`config.mk`:
```
export PLATFORM = sky130hd
export DESIGN_NAME = crossbar_switch_barrel_pipe
export DESIGN_NICKNAME = d
export VERILOG_FILES = /design/src/rtl/crossbar_switch_barrel_pipe.sv
export SDC_FILE = /design/constraint.sdc
export NUM_CORES = 1
export LEC_CHECK = 0
export ABC_AREA = 0
export BUFFER_PORTS_ARGS = -buffer_cell sky130_fd_sc_hd__buf_2
export CAP_MARGIN = 30
export CORE_ASPECT_RATIO = 1.75
export CORE_MARGIN = 2
export CORE_UTILIZATION = 60
export CTS_BUF_LIST = sky130_fd_sc_hd__clkbuf_2
export CTS_CLUSTER_DIAMETER = 40
export DETAILED_ROUTE_END_ITERATION = 10
export PLACE_DENSITY = 0.83
export REMOVE_ABC_BUFFERS = 1
export SYNTH_ARGS = -nofsm -noshare
export SYNTH_HDL_FRONTEND = slang
export SYNTH_SLANG_ARGS = --single-unit
```
`constraint.sdc`:
```
create_clock -name clk -period 3.3 [get_ports clk]
set_input_delay 0 -clock clk [delete_from_list [all_inputs] [get_ports clk]]
set_output_delay 0 -clock clk [all_outputs]
set_load 0.03 [all_outputs]
```
`src/rtl/crossbar_switch_barrel_pipe.sv`:
```
// ---------------------------------------------------------------------------
// crossbar_switch_barrel_pipe
//
// Pipelined, flow-controlled N-port crossbar built on a log-depth barrel
// rotator. Each accepted beat carries N words of W bits and is circularly
// rotated by a per-beat shift, either up or down. The shift comes from
// in_shift (static mode) or from an internal round-robin counter (auto/TDM
// mode), which gives all-to-all connectivity over N consecutive beats.
//
// Ports:
//   clk        rising-edge clock
//   rst        synchronous, active-high reset
//   in_valid   input beat valid
//   in_ready   block can accept a beat this cycle
//   in_data    N input port words
//   in_shift   rotation amount in static mode (values >= N wrap mod N)
//   mode       0 = static (in_shift), 1 = auto (internal rot_cnt)
//   dir        0 = rotate up, 1 = rotate down
//   out_valid  output beat valid
//   out_ready  downstream accepts the output beat
//   out_data   N switched port words
//   out_shift  effective shift applied to this beat, reduced mod N
//
// Latency is S = $clog2(N) cycles with a throughput of one beat per cycle.
// The whole pipe advances together; a stalled output freezes every stage.
// ---------------------------------------------------------------------------
module crossbar_switch_barrel_pipe #(
   parameter int  N = 8,
   parameter int  W = 8,
   localparam int S = $clog2(N)
) (
   input  logic                clk,
   input  logic                rst,
   input  logic                in_valid,
   output logic                in_ready,
   input  logic [N-1:0][W-1:0] in_data,
   input  logic [S-1:0]        in_shift,
   input  logic                mode,
   input  logic                dir,
   output logic                out_valid,
   input  logic                out_ready,
   output logic [N-1:0][W-1:0] out_data,
   output logic [S-1:0]        out_shift
);

   // N <= 2^S, so N always fits in S+1 bits even when it is a power of two.
   localparam logic [S:0]   n_ext    = (S+1)'(N);
   localparam logic [S-1:0] cnt_last = S'(N - 1);

   logic         adv;
   logic [S-1:0] rot_cnt;
   logic [S:0]   shift_ext;
   logic [S-1:0] eff;

   assign adv      = !out_valid || out_ready;
   assign in_ready = adv && !rst;

   // in_shift < 2^S < 2N, so a single conditional subtract reduces it mod N.
   // NOTE: every branch assigns eff; a missing else here would infer a latch.
   always_comb begin
      shift_ext = {1'b0, in_shift};
      if (mode)
         eff = rot_cnt;
      else if (shift_ext >= n_ext)
         eff = S'(shift_ext - n_ext);
      else
         eff = in_shift;
   end

   // Round-robin shift source for auto mode; the beat uses the value before
   // the increment.
   // NOTE: sequential state is always updated with non-blocking assignments.
   always_ff @(posedge clk) begin
      if (rst)
         rot_cnt <= '0;
      else if (in_valid && in_ready && mode)
         rot_cnt <= (rot_cnt == cnt_last) ? '0 : rot_cnt + 1'b1;
   end

   // Stage k rotates by (2^k mod N) when bit k of the beat's shift is set.
   // Composing these partial rotations mod N yields the full rotation even
   // for non-power-of-two N.
   for (genvar k = 0; k < S; k++) begin : g_stage
      localparam int amt = (1 << k) % N;

      logic [N-1:0][W-1:0] d_in;
      logic [N-1:0][W-1:0] d_rot;
      logic                v_in;
      logic [S-1:0]        s_in;
      logic                r_in;

      logic [N-1:0][W-1:0] q_data;
      logic                q_valid;
      logic [S-1:0]        q_shift;
      logic                q_dir;

      if (k == 0) begin : g_src
         assign d_in = in_data;
         assign v_in = in_valid;
         assign s_in = eff;
         assign r_in = dir;
      end else begin : g_src
         assign d_in = g_stage[k-1].q_data;
         assign v_in = g_stage[k-1].q_valid;
         assign s_in = g_stage[k-1].q_shift;
         assign r_in = g_stage[k-1].q_dir;
      end

      // Up:   out[(j+amt) mod N] = in[j]  ->  out[j] = in[(j-amt) mod N]
      // Down: out[j] = in[(j+amt) mod N]
      for (genvar j = 0; j < N; j++) begin : g_lane
         localparam int up_src = (j + N - amt) % N;
         localparam int dn_src = (j + amt) % N;
         assign d_rot[j] = !s_in[k] ? d_in[j]
                         : (r_in ? d_in[dn_src] : d_in[up_src]);
      end

      // NOTE: stage data is reset too so that out_data reads 0 after reset;
      // the valid bit alone would not guarantee that.
      always_ff @(posedge clk) begin
         if (rst) begin
            q_valid <= 1'b0;
            q_data  <= '0;
            q_shift <= '0;
            q_dir   <= 1'b0;
         end else if (adv) begin
            q_valid <= v_in;
            q_data  <= d_rot;
            q_shift <= s_in;
            q_dir   <= r_in;
         end
      end
   end

   assign out_valid = g_stage[S-1].q_valid;
   assign out_data  = g_stage[S-1].q_data;
   assign out_shift = g_stage[S-1].q_shift;

endmodule
```
==> flow_summary.json <==
{
  "setup_ws_ps": 750,
  "path_max_fanout": 48,
  "worstSetupEndpointType": "register",
  "first_pass_iters": 5,
  "port_buffers": 141,
  "syn-cell-area_um2": 10100,
  "finalNonFillerCells": 1547,
  "grt_overflow_total": 0,
  "core_area_um2": 16400,
  "critPathRequiredTime_ps": 3950,
  "setup_viol": 0,
  "rows": 62,
  "ios": 142,
  "fillers": 1216,
  "area_growth_pct": 21.7,
  "leakagePower_nw": 5.18,
  "clk_pin_slew_ps": 110,
  "multiInputGateArea_um2": 5380,
  "synth_area_leaders": "dfxtp_1 (41%), mux2i_1 (19%), a221o_1 (6.3%), a211o_1 (5.5%), nor2_1 (5.0%)",
  "grt_max_degree": 133,
  "ys_types": 21,
  "register_area_um2": 4180,
  "dp_hpwl_mm": 15.0,
  "synth.avg_cell_area_um2": 9.33,
  "via_per_inst": 6.17,
  "rsz0062_at_grt": "false",
  "gp_congestion": 0.838,
  "drt_iter0_drc": 597,
  "synthMuxAreaShare": 0.193,
  "worstSetupPathType": "register to register",
  "power_density_nw_per_um2": 449,
  "clockBufferDepth": 3,
  "holdWs_ps": 103,
  "ant_nets": 0,
  "dieArea_um2": 18000,
  "start_kind": "register",
  "ys_seq_area_frac": 0.411,
  "ys_seq_elements": 208,
  "synth_fa_ha_area_frac": 0.00247,
  "start_util": 0.616,
  "synth-compound-area-share": 0.207,
  "htreeDepth": 2,
  "numCtsBuffers": 45,
  "grt_pass1_vias": 9288,
  "drive_gt1_frac": 0.179,
  "dr_total_vias": 9550,
  "synth_largest_area_cell": "dfxtp_1",
  "status": "completed",
  "drv_slew": 0,
  "slew_headroom": 0.375,
  "p_total_mw": 5.53,
  "ir_drop_v": 0.000265,
  "antenna_found_initial": 1,
  "final.min_clock_period_ps": 2550,
  "fin_nets": 1368,
  "synth_top_family_by_area": "compound AO/OA/AOI/OAI gates",
  "tightest_slew_ps": 937,
  "drc": 0,
  "clk_latency_ps": 740,
  "hold_class": "input port to register",
  "track_usage": 0.296,
  "netlist.area_leader.share": 0.411,
  "dieWidth_um": 102,
  "hold_viol": 0,
  "dp_slack_ps": 1410,
  "cts_sinks": 208,
  "cap_violations": 0,
  "fmax_mhz": 392,
  "fin_worst_skew_ps": 44.0,
  "postCtsSetupBuffers": 0,
  "tns_ps": 0,
  "grt_pass1_wl_mm": 43.9,
  "dp_cells": 1348,
  "routed_wl_mm": 27.1,
  "synthCells": 1086,
  "cts_tree": "built",
  "root_buffer": "clkbuf_2",
  "synth_simple_gate_area_frac": 0.125,
  "crit_arrival_ps": 3200,
  "synthXorXnorAreaFrac": 0,
  "fin_crit_sh": 0.773,
  "die_y_um": 176,
  "wl_per_cell_um": 17.5,
  "ys_warn_count": 0
}
Yosys cell counts:
cell	count
buf_2	39
nand2b_1	1
buf_1	11
nand2_1	83
dfxtp_1	208
a211oi_1	67
mux2i_1	195
buf_6	8
ha_1	2
clkbuf_1	43
nor2_1	135
nand4_1	2
nor2b_1	1
a211o_1	64
o21ai_1	3
buf_4	18
a21oi_1	76
or4_1	1
a221o_1	64
nor3b_2	1
nor4_1	64
sequential cells by signal (all words and copies together) (netlist names):
register / cells
g_stage.q_data: 128
out_data: 64
g_stage.q_shift: 6
out_shift: 3
rot_cnt: 3
g_stage.q_valid: 2
g_stage.q_dir: 1
out_valid: 1
power breakdown:
group	total (mW)	internal, mW	switching [mW]	leakage, nW
sequential	2.91	2.71	0.195	1.72
clock	1.52	0.550	0.970	0.306
combinational	1.10	0.539	0.566	3.16
cell type report:
class | count | area share
well taps | 224 | 0.0227
diodes | 1 | 0.000203
multi-input cells | 759 | 0.437
flip-flops and latches | 208 | 0.339
clock inverters | 6 | 0.00183
clock buffers | 70 | 0.0284
repair buffers | 279 | 0.171
routing by layer:
layer | track usage | vias to the layer above | part of all wire
li1 | - | 4526 | -
met1 | 0.347 | 4480 | 0.38
met2 | 0.515 | 428 | 0.51
met3 | 0.0358 | 116 | 0.054
met4 | 0.156 | 0 | 0.048
met5 | 0 | - | 0
path summary, 6_finish.rpt:
check	startpoint	to	slack [ps]	cells after the start
hold / removal	dir	g_stage[0].q_data[14]$_SDFFE_PP0P_	100	4
setup / recovery	out_valid$_SDFFE_PP0P_	g_stage[0].q_data[38]$_SDFFE_PP0P_	750	5
setup reg to reg	out_valid$_SDFFE_PP0P_	g_stage[0].q_data[38]$_SDFFE_PP0P_	750	5
hold reg to reg	g_stage[1].q_shift[0]$_SDFFE_PP0P_	g_stage[1].q_shift[0]$_SDFFE_PP0P_	470	2
layout by cell type, fill, tap and decap left out, drive strengths merged, types with 3 or more instances in the layout:
master | netlist | final
a211o | 64 | 64
a211oi | 67 | 67
a21oi | 76 | 76
a221o | 64 | 64
buf | 76 | 157
clkbuf | 43 | 70
clkinv | 0 | 4
dfxtp | 208 | 208
dlygate4sd3 | 0 | 122
mux2i | 195 | 195
nand2 | 83 | 83
nor2 | 135 | 135
nor4 | 64 | 64
o21ai | 3 | 3
worst max-delay path, cell delays in order, from the launching register on:
cell           delay, ps
dfxtp_1              420
nand2b_4             250
nor2_4               430
buf_4                540
a221o_1              270
dlygate4sd3_1        550
logic make-up after synthesis:
kind of cell	count (synthesis)
simple gates	288
compound gates	274
flops	208
mux	195
buf+inv	119
fa+ha+maj	2
through the flow:
| stage | cell area (um^2) | utilization |
|---|---|---|
| after global placement | 10700 | 0.651 |
| after detailed placement | 10700 | 0.652 |
| after global routing | 12300 | 0.749 |
| after floorplan | 9500 | - |
| after CTS | 12300 | 0.749 |
| final | 12300 | 0.749 |
repair_timing:
| action | in CTS | in global routing |
|---|---|---|
| endpoints found under the setup margin | 0 | 0 |
| hold endpoints to repair | 177 | 0 |
| resized for setup | 0 | 0 |
| hold buffers | 122 | 0 |
Note: power is estimated with default switching activity, not from simulation.
